==> src/rtl/ll_sc_monitor.sv <==
// ll_sc_monitor: memory-side LL/SC reservation keeper and fixed-latency RAM access sequencer
module ll_sc_monitor #(
  parameter int MEM_LAT = 1,
  parameter int ADDR_W  = 32
) (
  input  logic              clk,
  input  logic              rst,
  input  logic              cpu_req_i,
  input  logic              cpu_we_i,
  input  logic              cpu_ll_i,
  input  logic              cpu_sc_i,
  input  logic [ADDR_W-1:0] cpu_addr_i,
  input  logic [3:0]        cpu_sel_i,
  input  logic [31:0]       cpu_data_i,
  output logic              cpu_ack_o,
  output logic [31:0]       cpu_data_o,
  input  logic              snoop_we_i,
  input  logic [ADDR_W-1:0] snoop_addr_i,
  input  logic              flush_i,
  output logic              mem_ce_o,
  output logic              mem_we_o,
  output logic [ADDR_W-1:0] mem_addr_o,
  output logic [3:0]        mem_sel_o,
  output logic [31:0]       mem_data_o,
  input  logic [31:0]       mem_data_i,
  output logic              llbit_o,
  output logic [ADDR_W-1:0] lladdr_o
);
  localparam int CW = $clog2(MEM_LAT + 1);
  typedef enum logic [1:0] {IDLE, ACCESS, DONE} state_t;
  state_t            state_q, state_d;
  logic [CW-1:0]     cnt_q, cnt_d;
  logic              we_q, we_d, ll_q, ll_d, sc_q, sc_d, llbit_q, llbit_d;
  logic [ADDR_W-1:0] addr_q, addr_d, lladdr_q, lladdr_d;
  logic [3:0]        sel_q, sel_d;
  logic [31:0]       wdata_q, wdata_d, res_q, res_d;
  logic              accept, last, cpu_hit, snoop_t0, sc_ok;
  always_comb begin
    accept    = state_q == IDLE && cpu_req_i;
    last      = state_q == ACCESS && cnt_q == CW'(MEM_LAT - 1);
    cpu_hit   = llbit_q && (cpu_addr_i >> 2) == (lladdr_q >> 2);
    snoop_t0  = snoop_we_i && (snoop_addr_i >> 2) == (lladdr_q >> 2);
    sc_ok     = cpu_hit && !snoop_t0 && !flush_i;
    state_d   = state_q;
    cnt_d     = cnt_q;
    we_d      = we_q;
    ll_d      = ll_q;
    sc_d      = sc_q;
    addr_d    = addr_q;
    sel_d     = sel_q;
    wdata_d   = wdata_q;
    res_d     = res_q;
    llbit_d   = llbit_q;
    lladdr_d  = lladdr_q;
    if (accept) begin
      addr_d  = cpu_addr_i;
      sel_d   = cpu_sel_i;
      wdata_d = cpu_data_i;
      sc_d    = cpu_sc_i;
      ll_d    = cpu_ll_i && !cpu_sc_i;
      we_d    = cpu_sc_i || (!cpu_ll_i && cpu_we_i);
      cnt_d   = '0;
      res_d   = {31'b0, cpu_sc_i && sc_ok};
      state_d = (cpu_sc_i && !sc_ok) ? DONE : ACCESS;
      if (!cpu_sc_i && !cpu_ll_i && cpu_we_i && cpu_hit) llbit_d = 1'b0;
    end
    if (state_q == ACCESS) begin
      cnt_d   = cnt_q + CW'(1);
      state_d = last ? DONE : ACCESS;
      res_d   = (last && !we_q) ? mem_data_i : res_q;
    end
    if (state_q == DONE) begin
      state_d = IDLE;
      if (ll_q) begin
        llbit_d  = 1'b1;
        lladdr_d = {addr_q[ADDR_W-1:2], 2'b00};
      end
      if (sc_q && res_q[0]) llbit_d = 1'b0;
    end
    // clearing events are checked against the reservation as it will stand after this edge
    if (snoop_we_i && (snoop_addr_i >> 2) == (lladdr_d >> 2)) llbit_d = 1'b0;
    if (flush_i) llbit_d = 1'b0;
  end
  always_ff @(posedge clk or negedge rst) begin
    if (!rst) begin
      state_q  <= IDLE;
      cnt_q    <= '0;
      we_q     <= 1'b0;
      ll_q     <= 1'b0;
      sc_q     <= 1'b0;
      addr_q   <= '0;
      sel_q    <= '0;
      wdata_q  <= '0;
      res_q    <= '0;
      llbit_q  <= 1'b0;
      lladdr_q <= '0;
    end else begin
      state_q  <= state_d;
      cnt_q    <= cnt_d;
      we_q     <= we_d;
      ll_q     <= ll_d;
      sc_q     <= sc_d;
      addr_q   <= addr_d;
      sel_q    <= sel_d;
      wdata_q  <= wdata_d;
      res_q    <= res_d;
      llbit_q  <= llbit_d;
      lladdr_q <= lladdr_d;
    end
  end
  assign cpu_ack_o  = state_q == DONE;
  assign cpu_data_o = cpu_ack_o ? res_q : 32'b0;
  assign mem_ce_o   = state_q == ACCESS;
  assign mem_we_o   = mem_ce_o && we_q;
  assign mem_addr_o = addr_q;
  assign mem_sel_o  = sel_q;
  assign mem_data_o = wdata_q;
  assign llbit_o    = llbit_q;
  assign lladdr_o   = lladdr_q;
endmodule

==> config.mk <==
export PLATFORM = sky130hd
export DESIGN_NAME = ll_sc_monitor
export DESIGN_NICKNAME = d
export VERILOG_FILES = /design/src/rtl/ll_sc_monitor.sv
export SDC_FILE = /design/constraint.sdc
export NUM_CORES = 1
export LEC_CHECK = 0
export BUFFER_PORTS_ARGS = -buffer_cell sky130_fd_sc_hd__buf_2
export CAP_MARGIN = 20
export CORE_UTILIZATION = 43
export DETAILED_ROUTE_END_ITERATION = 6
export PLACE_DENSITY = 0.75
export SLEW_MARGIN = 20
export SYNTH_ARGS = -nofsm -noshare
export SYNTH_HDL_FRONTEND = slang
export SYNTH_SLANG_ARGS = --single-unit
==> constraint.sdc <==
create_clock -name clk -period 2.2 [get_ports clk]
set_clock_uncertainty 0.1 [all_clocks]
set_input_delay 0.11 -clock clk [delete_from_list [all_inputs] [get_ports clk]]
set_output_delay 0.11 -clock clk [all_outputs]
set_load 0.01 [all_outputs]
==> results of run 1 <==
## routing by layer
| layer | vias up | global-route usage, % |
|---|---|---|
| met5 | - | 0 |
| met4 | 0 | 11.6 |
| met3 | 48 | 6.57 |
| met2 | 262 | 46.7 |
| met1 | 2845 | 30.9 |
| li1 | 2638 | - |
## worst register-to-register path: cells and delay by family (launching register included)
| family | cells | cell delay (ns) |
|---|---|---|
| and+or+nand+nor | 3 | 1.03 |
| DFF | 1 | 0.39 |
| AOI/OAI and AO/OA | 1 | 0.33 |
| xor gates and xnor gates | 1 | 0.16 |
| buffers and inverters | 1 | 0.16 |
## area by class of cell
cell class / instances / area share, %
clock buffer: 24 / 4.78
clock inverter: 7 / 1.12
inverter: 8 / 0.292
multi-input combinational: 335 / 30.0
sequential: 137 / 33.3
tap: 184 / 2.24
timing repair buffer: 434 / 28.2
## sequential cells by signal (all words and copies together) (netlist names)
register and count:
cnt_q 1, ll_q 1, lladdr_o 30, llbit_o 1, mem_addr_o 32, mem_data_o 32
mem_sel_o 4, res_q 32, sc_q 1, state_q 2, we_q 1
## repair_timing
action	CTS	global route
hold endpoints to repair	154	0
setup buffers	2	0
pin swaps	8	3
hold buffers	105	0
gates resized for setup	17	12
endpoints found under the setup margin	4	4
## stage by stage
step	TNS, ns	power [mW]	setup WS (ns)	util, %	instance area, um^2
floorplan	-0.0153	7.88	-0.0153	-	6500
global placement	-3.86	10.4	-0.412	57.9	8440
detailed placement	-1.41	10.6	-0.422	57.9	8450
CTS	-0.226	13.9	-0.0864	70.1	10200
global route	-0.558	14.7	-0.203	70.5	10300
finish	-0.148	13.9	-0.0793	70.5	10300
## synth_stat cells (3+ instances only)
cell / number / area (um^2)
dfrtp_1: 137 / 3430
mux2_2: 95 / 1070
xnor2_1: 64 / 561
a22o_1: 31 / 272
and2_1: 31 / 194
xor2_1: 20 / 175
clkbuf_1: 17 / 63.8
nand4_1: 14 / 87.6
nand2_1: 10 / 37.5
inv_1: 8 / 30.0
nor2_1: 7 / 26.3
nor4_1: 7 / 43.8
a21oi_1: 6 / 30.0
nor3_1: 5 / 25.0
o21ai_0: 5 / 25.0
nor2b_1: 4 / 25.0
buf_6: 3 / 33.8
ha_1: 3 / 37.5
nand2b_1: 3 / 18.8
## how the worst max path moves through the flow
stage / to / slack, ns / depth (start not counted) / from
3_5_place_dp: state_q[1] / -0.42 / 6 / lladdr_o[11]
3_3_place_gp: state_q[1] / -0.41 / 6 / lladdr_o[11]
2_1_floorplan: llbit_o / -0.02 / 9 / state_q[0]
6_report: state_q[1] / -0.08 / 6 / lladdr_o[12]
4_1_cts: state_q[1] / -0.09 / 6 / lladdr_o[16]
5_1_grt: state_q[1] / -0.20 / 6 / lladdr_o[22]
## power groups by stage
stage / Sequential, mW / Clock (mW) / Combinational [mW]
2_1_floorplan: 4.94 / 0 / 2.94
3_3_place_gp: 4.45 / 0 / 5.91
3_5_place_dp: 4.52 / 0 / 6.07
4_1_cts: 4.50 / 2.95 / 6.40
5_1_grt: 4.67 / 3.09 / 6.94
6_report: 4.55 / 2.91 / 6.49
## kinds of logic (layout without fill, tap and decap cells)
| group | after synthesis | after routing | share of synthesized area, % |
|---|---|---|---|
| other | 1 | 2 | 0.0579 |
| xor gates and xnor gates | 84 | 84 | 11.4 |
| adders and majority gates | 3 | 3 | 0.580 |
| muxes | 98 | 98 | 17.2 |
| buffers and inverters | 32 | 473 | 2.36 |
| and+or+nand+nor | 94 | 94 | 8.72 |
| DFF | 137 | 137 | 52.9 |
| AOI/OAI and AO/OA | 54 | 54 | 6.82 |
==> impl_metrics.yaml, run 1 <==
critical_path:
  r2r_end: "state_q[1]"
  cp.arrival_ns: 2.47
  cp.required_ns: 2.39
  critPathBufInv: 1
  path_cells: "xor2_1 > nor4_2 > buf_4 > nand4_1 > or4b_4 > a221o_1"
  crit_path_start_kind: "flop"
  crit_type: "flop to flop"
  worstPathMaxFanout: 2
  rrSetupSlack_ns: -0.08
  end_kind: "flop"
  r2r_cells: 6
  slowest_stage: "or4b_4"
  r2r_start: "lladdr_o[12]"
  crit_family: "simple AND/OR/NAND/NOR gates"
  critPathMaxStageDelay_ns: 0.54
finish:
  final_common_cell: "buf_2"
  regArea_um2: 3430
  finalNetCount: 1076
  final_cell_mix: "buf_2, dfrtp_1, dlygate4sd3_1, mux2_2, buf_4"
  diodes: 0
  stdcell_count: 1129
  drive_gt1_share_pct: 51.7
  multi_input_area_um2: 3090
  nFillCells: 1002
  syn2layout_area_growth_pct: 58.9
job:
  cap_violations: 0
routing:
  vias: 5793
  ant_nets: 0
  routed_wl_mm: 20.4
  drt_first_pass_iters: 4
  highest_layer: "met4"
  drc: 0
  route.met2.wl_mm: 10.6
  wire_per_inst_um: 18.1
  wl_met1_mm: 7.79
  wl_met3_mm: 1.43
  drtIter0Drc: 228
  viasPerCell: 5.13
global_routing:
  grt_pass1_wl_mm: 32.3
  grt_max_degree: 74
  antenna_found_initial: 0
  grt_pass1_vias: 6204
  overflow: 0
  grt_use_total_pct: 26.7
timing:
  setup_viol: 3
  finalCritPeriodShare_pct: 104
  maxSlewViolCount: 0
  tightestPinTransition_ns: 0.740
  fmax_mhz: 439
  fin_crit_ns: 2.28
  slew_headroom_pct: 50.6
  hold_ws_ns: 0.0477
  grt_setup_unrepaired: "yes"
  postLayoutSetupSlackWorst_ns: -0.0793
  finalHoldViolations: 0
power_and_ir_drop:
  ir_drop_uv: 811
  sw_frac_of_total_pct: 35.6
  powerDensity_nw_per_um2: 1360
  pwr-share-seq_pct: 32.6
  clkPwrFrac_pct: 20.9
  p_int_mw: 8.98
  leakage_nw: 4.99
  power_frac_comb_pct: 46.5
  switching_power_mw: 4.97
clock_tree:
  cts_made_buffers: 17
  clock-root-buffer: "clkbuf_16"
  h-tree-depth: 4
  clk_pin_slew_ns: 0.06
  cts_tree: "yes"
  insertion_delay_ns: 0.41
  clock-sinks: 137
  clk_path_buf_depth: 2
floorplan:
  core_area_um2: 14600
  die_area_um2: 15600
  ioPinCount: 276
  fp-row-count: 44
  start_util_pct: 44.4
  die_y_um: 125
  die_x_um: 125
place:
  place_congestion: 0.884
  dp.cells: 991
  place_hpwl_mm: 14.1
  port_buffers: 271
worst_hold_path:
  worstHoldPathType: "input pin to flop"
  worstHoldEndpoint: "we_q"
  holdPathStages: 4
  hp-start: "cpu_we_i"
yosys:
  syn_inst: 503
  synth_edf_count: 0
  synth_ff_type: "dfrtp_1"
  yosysUniqueCellTypes: 45
  synth_area_per_cell_um2: 12.9
  ys_async_sr_fraction_pct: 100
  yosys_warnings: 0
  syn_area_um2: 6470
  ys_ff_latch: 137
  yosysSeqAreaShare_pct: 52.9
run_status:
  status: "complete, but fails checks"
  violations: "negative setup slack"
No activity file was read; power rests on OpenSTA's default activity.
==> run 2: changes to the inputs <==
--- a/config.mk
+++ b/config.mk
@@ -7,9 +7,10 @@
 export LEC_CHECK = 0
 export BUFFER_PORTS_ARGS = -buffer_cell sky130_fd_sc_hd__buf_2
 export CAP_MARGIN = 20
-export CORE_UTILIZATION = 43
+export CORE_UTILIZATION = 45
+export CTS_BUF_LIST = sky130_fd_sc_hd__clkbuf_2
 export DETAILED_ROUTE_END_ITERATION = 6
-export PLACE_DENSITY = 0.75
+export PLACE_DENSITY = 0.78
 export SLEW_MARGIN = 20
 export SYNTH_ARGS = -nofsm -noshare
 export SYNTH_HDL_FRONTEND = slang
==> run 2 against run 1 <==
- the flow still finishes with violations (negative setup slack)
- core utilization rose by 6.1 points
- clock power fell by 51%
- maximum frequency fell by 3.3%
- non-clock buffer count rose by 79
- global-route usage rose by 5.3 points
- critical path type unchanged
- largest power group unchanged
==> impl_metrics.yaml, run 2 (synthesis results as in run 1) <==
run_status:
  status: "complete, but fails checks"
  violations: "negative setup slack"
global_routing:
  grt_use_total_pct: 32.0
  antenna_found_initial: 1
  grt_max_degree: 62
  grt_pass1_wl_mm: 35.4
  grt_pass1_vias: 6712
  overflow: 0
power_and_ir_drop:
  powerDensity_nw_per_um2: 1200
  leakage_nw: 5.15
  ir_drop_uv: 713
  p_total_mw: 12.8
timing:
  finalHoldViolations: 0
  tightestPinTransition_ns: 0.791
  finalCritPeriodShare_pct: 107
  slew_headroom_pct: 47.1
  setup_viol: 4
  maxSlewViolCount: 0
  postLayoutSetupSlackWorst_ns: -0.157
  tns_ns: -0.386
  fmax_mhz: 424
  grt_setup_unrepaired: "yes"
  hold_ws_ns: 0.0793
  fin_crit_ns: 2.36
floorplan:
  die_area_um2: 14900
  start_util_pct: 46.5
  die_x_um: 122
  core_area_um2: 13900
  die_y_um: 122
  fp-row-count: 43
  ioPinCount: 276
critical_path:
  critPathMaxStageDelay_ns: 0.47
  r2r_start: "state_q[1]"
  crit_type: "flop to flop"
  slowest_stage: "dfrtp_1"
  crit_path_start_kind: "flop"
  end_kind: "flop"
  worstPathMaxFanout: 6
  cp.arrival_ns: 2.86
  path_cells: "ha_4 > and2_4 > buf_4 > buf_4 > mux2_2 > a2bb2oi_1 > nand4b_1 > nor4_2 > a21oi_1"
  r2r_cells: 9
  r2r_end: "llbit_o"
  crit_top_cell: "buf_4"
  rrSetupSlack_ns: -0.16
  cp.required_ns: 2.70
clock_tree:
  h-tree-depth: 4
  clk_pin_slew_ns: 0.19
  insertion_delay_ns: 0.69
  clock-root-buffer: "clkbuf_2"
  cts_tree: "yes"
  cts_made_buffers: 17
  clock-sinks: 137
  clk_path_buf_depth: 2
finish:
  finalNetCount: 1155
  final_common_cell: "buf_2"
  nFillCells: 821
  final_cell_mix: "buf_2, dlygate4sd3_1, dfrtp_1, mux2_2, xnor2_1"
  regArea_um2: 3430
  drive_gt1_share_pct: 47.6
  multi_input_area_um2: 3070
  final_util_pct: 76.6
  syn2layout_area_growth_pct: 64.9
place:
  place_congestion: 0.911
  port_buffers: 271
  place_hpwl_mm: 14.1
routing:
  vias: 6286
  viasPerCell: 5.22
  ant_nets: 0
  wire_per_inst_um: 19.4
  drtIter0Drc: 339
  drt_first_pass_iters: 5
  drc: 0
  routed_wl_mm: 23.4
job:
  cap_violations: 0
worst_hold_path:
  holdPathStages: 3
  hp-start: "mem_data_i[8]"
  worstHoldPathType: "input pin to flop"
  worstHoldEndpoint: "res_q[8]"
run 2: layout make-up:
| cell class | count | area share, % |
|---|---|---|
| sequential | 137 | 32.1 |
| clock inverter | 11 | 0.996 |
| antenna | 1 | 0.0234 |
| tap | 180 | 2.11 |
| clock buffer | 20 | 0.937 |
| timing repair buffer | 513 | 34.8 |
| multi-input combinational | 335 | 28.7 |
| inverter | 8 | 0.281 |
run 2: metal layers:
layer | wire length [um] | up-vias | global-route usage (%) | share of wire (%)
met3 | 1870 | 81 | 7.82 | 8.0
met4 | 952 | 0 | 16.5 | 4.1
met5 | 0 | - | 0 | 0
met2 | 12000 | 364 | 56.4 | 51
met1 | 8570 | 3044 | 35.7 | 37
li1 | - | 2797 | - | -
run 2: stage by stage:
step,area (um^2),worst slack [ns],cells
4_1_cts,10600,-0.105,1202
2_1_floorplan,6500,-0.0153,504
3_5_place_dp,8410,-0.496,984
5_1_grt,10700,-0.216,1205
3_3_place_gp,8400,-0.489,984
6_report,10700,-0.157,1205
run 2: worst max path at each step:
stage	slack, ns	cells after the start	to	start
floorplan	-0.02	9	llbit_o	state_q[0]
global placement	-0.49	6	state_q[1]	lladdr_o[11]
detailed placement	-0.50	6	state_q[1]	lladdr_o[11]
CTS	-0.11	6	state_q[1]	lladdr_o[16]
global route	-0.22	6	state_q[1]	lladdr_o[22]
finish	-0.16	9	llbit_o	state_q[1]
run 2: power by group:
group	total, mW	switching [mW]	internal [mW]
logic	6.77	3.27	3.50
registers	4.58	0.915	3.66
clock network	1.42	0.912	0.508
run 2: repair_timing:
action                     in CTS  in global routing
cloned                          0                  0
hold endpoints to repair      244                  2
setup buffers                   5                  0
setup endpoints to repair      16                 74
gates resized for setup        16                 12
pin swaps                       5                  3
hold buffers                  182                  2
run 2: worst max-delay path: cells and delay by family, from the launching register on:
kind                       cells  cell delay [ns]
and+or+nand+nor                3             0.60
AOI/OAI and AO/OA              2             0.34
DFF                            1             0.47
buffers and inverters          2             0.33
adders and majority gates      1             0.20
muxes                          1             0.24
==> run 3: changes to the inputs <==
--- a/config.mk
+++ b/config.mk
@@ -11,6 +11,7 @@
 export CTS_BUF_LIST = sky130_fd_sc_hd__clkbuf_2
 export DETAILED_ROUTE_END_ITERATION = 6
 export PLACE_DENSITY = 0.78
+export SETUP_SLACK_MARGIN = 0.4
 export SLEW_MARGIN = 20
 export SYNTH_ARGS = -nofsm -noshare
 export SYNTH_HDL_FRONTEND = slang
==> run 3 against run 2 <==
- critical endpoint unchanged
- sequential power about the same
- clock power increased by 3%
- die area unchanged
- count of clock-buffer cells in the layout decreased by 1
- sequential share of layout area decreased by 2.0 points
- sequential cell count unchanged
- setup slack got worse by 0.17 ns
- core utilization increased by 5.1 points
- power increased by 9.6%
- the run still ends with negative setup slack left
==> impl_metrics.yaml, run 3 (synthesis results as in run 1) <==
timing:
  fmax_mhz: 396
  finalCritPeriodShare_pct: 115
  finalHoldViolations: 0
  tightestPinTransition_ns: 0.537
  postLayoutSetupSlackWorst_ns: -0.325
  maxSlewViolCount: 0
  fin_crit_ns: 2.53
  grt_setup_unrepaired: "yes"
  slew_headroom_pct: 63.2
  setup_viol: 22
  tns_ns: -2.42
routing:
  viasPerCell: 5.39
  drtIter0Drc: 399
  routed_wl_mm: 25.9
  drc: 0
  drt_first_pass_iters: 5
  wire_per_inst_um: 21.1
  vias: 6620
  ant_nets: 0
clock_tree:
  cts_tree: "yes"
  cts_made_buffers: 17
  clk_path_buf_depth: 2
  clock-sinks: 137
  clock-root-buffer: "clkbuf_2"
  clk_pin_slew_ns: 0.22
  insertion_delay_ns: 0.72
  h-tree-depth: 4
power_and_ir_drop:
  clkPwrFrac_pct: 10.4
  power_frac_comb_pct: 57.0
  pwr-share-seq_pct: 32.5
  p_int_mw: 8.34
  powerDensity_nw_per_um2: 1230
  p_total_mw: 14.0
  leakage_nw: 5.42
  switching_power_mw: 5.65
  sw_frac_of_total_pct: 40.4
  ir_drop_uv: 736
finish:
  stdcell_count: 1228
  fin_area_um2: 11400
  syn2layout_area_growth_pct: 76.0
  final_common_cell: "buf_2"
  final_cell_mix: "buf_2, dlygate4sd3_1, dfrtp_1, mux2_2, xnor2_1"
  finalNetCount: 1177
  drive_gt1_share_pct: 52.8
floorplan:
  die_area_um2: 14900
  fp-row-count: 43
  ioPinCount: 276
  core_area_um2: 13900
  die_x_um: 122
  die_y_um: 122
  start_util_pct: 46.5
place:
  placed_cell_area_um2: 8450
  place_hpwl_mm: 13.8
  port_buffers: 271
  place_ws_ns: -0.209
  dp.cells: 989
  place_congestion: 0.906
job:
  cap_violations: 0
worst_hold_path:
  holdPathStages: 3
  worstHoldPathType: "input pin to flop"
global_routing:
  overflow: 0
  grt_pass1_wl_mm: 36.5
  grt_max_degree: 54
  antenna_found_initial: 0
  grt_pass1_vias: 6939
  grt_use_total_pct: 33.2
run_status:
  status: "complete, but fails checks"
  violations: "negative setup slack"
critical_path:
  crit_path_start_kind: "flop"
  cp.arrival_ns: 3.02
  end_kind: "flop"
  cp.required_ns: 2.69
  crit_type: "flop to flop"
  worstPathMaxFanout: 3
  r2r_cells: 9
==> run 3: cell types whose count changed in the layout (fill, tap and decap cells not counted), moves of 5 or more <==
cell	change
and2_4	+32
buf_6	+41
and2_1	-30
dlygate4sd3_1	-7
buf_12	+5
buf_2	-31
==> run 3: worst paths after layout <==
check                               start             end  slack, ns
min                        cpu_data_i[22]  mem_data_o[22]       0.06
max reg2reg                    state_q[0]         llbit_o      -0.33
min reg2reg                      res_q[4]        res_q[4]       0.44
min in group asynchronous             rst   mem_addr_o[2]       0.36
max in group asynchronous             rst     lladdr_o[4]       1.26
max                            state_q[0]         llbit_o      -0.33
==> run 3: routing by layer <==
layer	wire length, um	track usage, %	share of wire, %	vias to the layer above
met5	0	0	0	-
met4	1230	18.4	4.7	0
met3	1530	6.69	5.9	101
met2	13700	58.7	53	381
met1	9400	37.4	36	3291
li1	-	-	-	2847
==> run 3: area by class of cell <==
cell class,count,area [um^2]
Clock buffer,19,95.1
Sequential cell,137,3430
Tap cell,180,225
Inverter,8,35.0
Multi-Input combinational cell,337,3230
Fill cell,736,2540
Timing Repair Buffer,533,4260
Antenna cell,1,2.50
Clock inverter,13,123
==> run 3: repair_timing <==
item	in CTS	in global routing
buffers inserted	3	17
resized for setup	81	51
endpoints found under the hold margin	244	1
pin swaps	14	15
hold buffers	176	1
setup endpoints to repair	146	95
gates cloned	4	5
==> run 3: power groups by stage <==
stage | registers [mW] | logic (mW) | clock network [mW]
after floorplan | 4.95 | 2.96 | 0
after global placement | 4.41 | 5.92 | 0
after CTS | 4.45 | 6.95 | 1.46
after global routing | 4.67 | 8.39 | 1.57
final | 4.55 | 7.98 | 1.46
after detailed placement | 4.47 | 6.10 | 0
==> run 3: metrics by stage <==
step | utilization [%] | hold WS, ns
after floorplan | - | -0.286
after CTS | 78.1 | -0.00445
after detailed placement | 60.7 | -0.0541
after global routing | 81.8 | 0.00795
after global placement | 60.6 | -0.0662
final | 81.8 | 0.0573
==> run 3: worst max-delay path: stages, from the launching register on <==
cell and delay (ns):
dfrtp_1 0.45, inv_2 0.09, ha_4 0.14, buf_6 0.11, nand2_4 0.05, a2111oi_4 0.41, a21oi_1 0.12, or4_4 0.57
nor4_4 0.27, a21oi_2 0.10
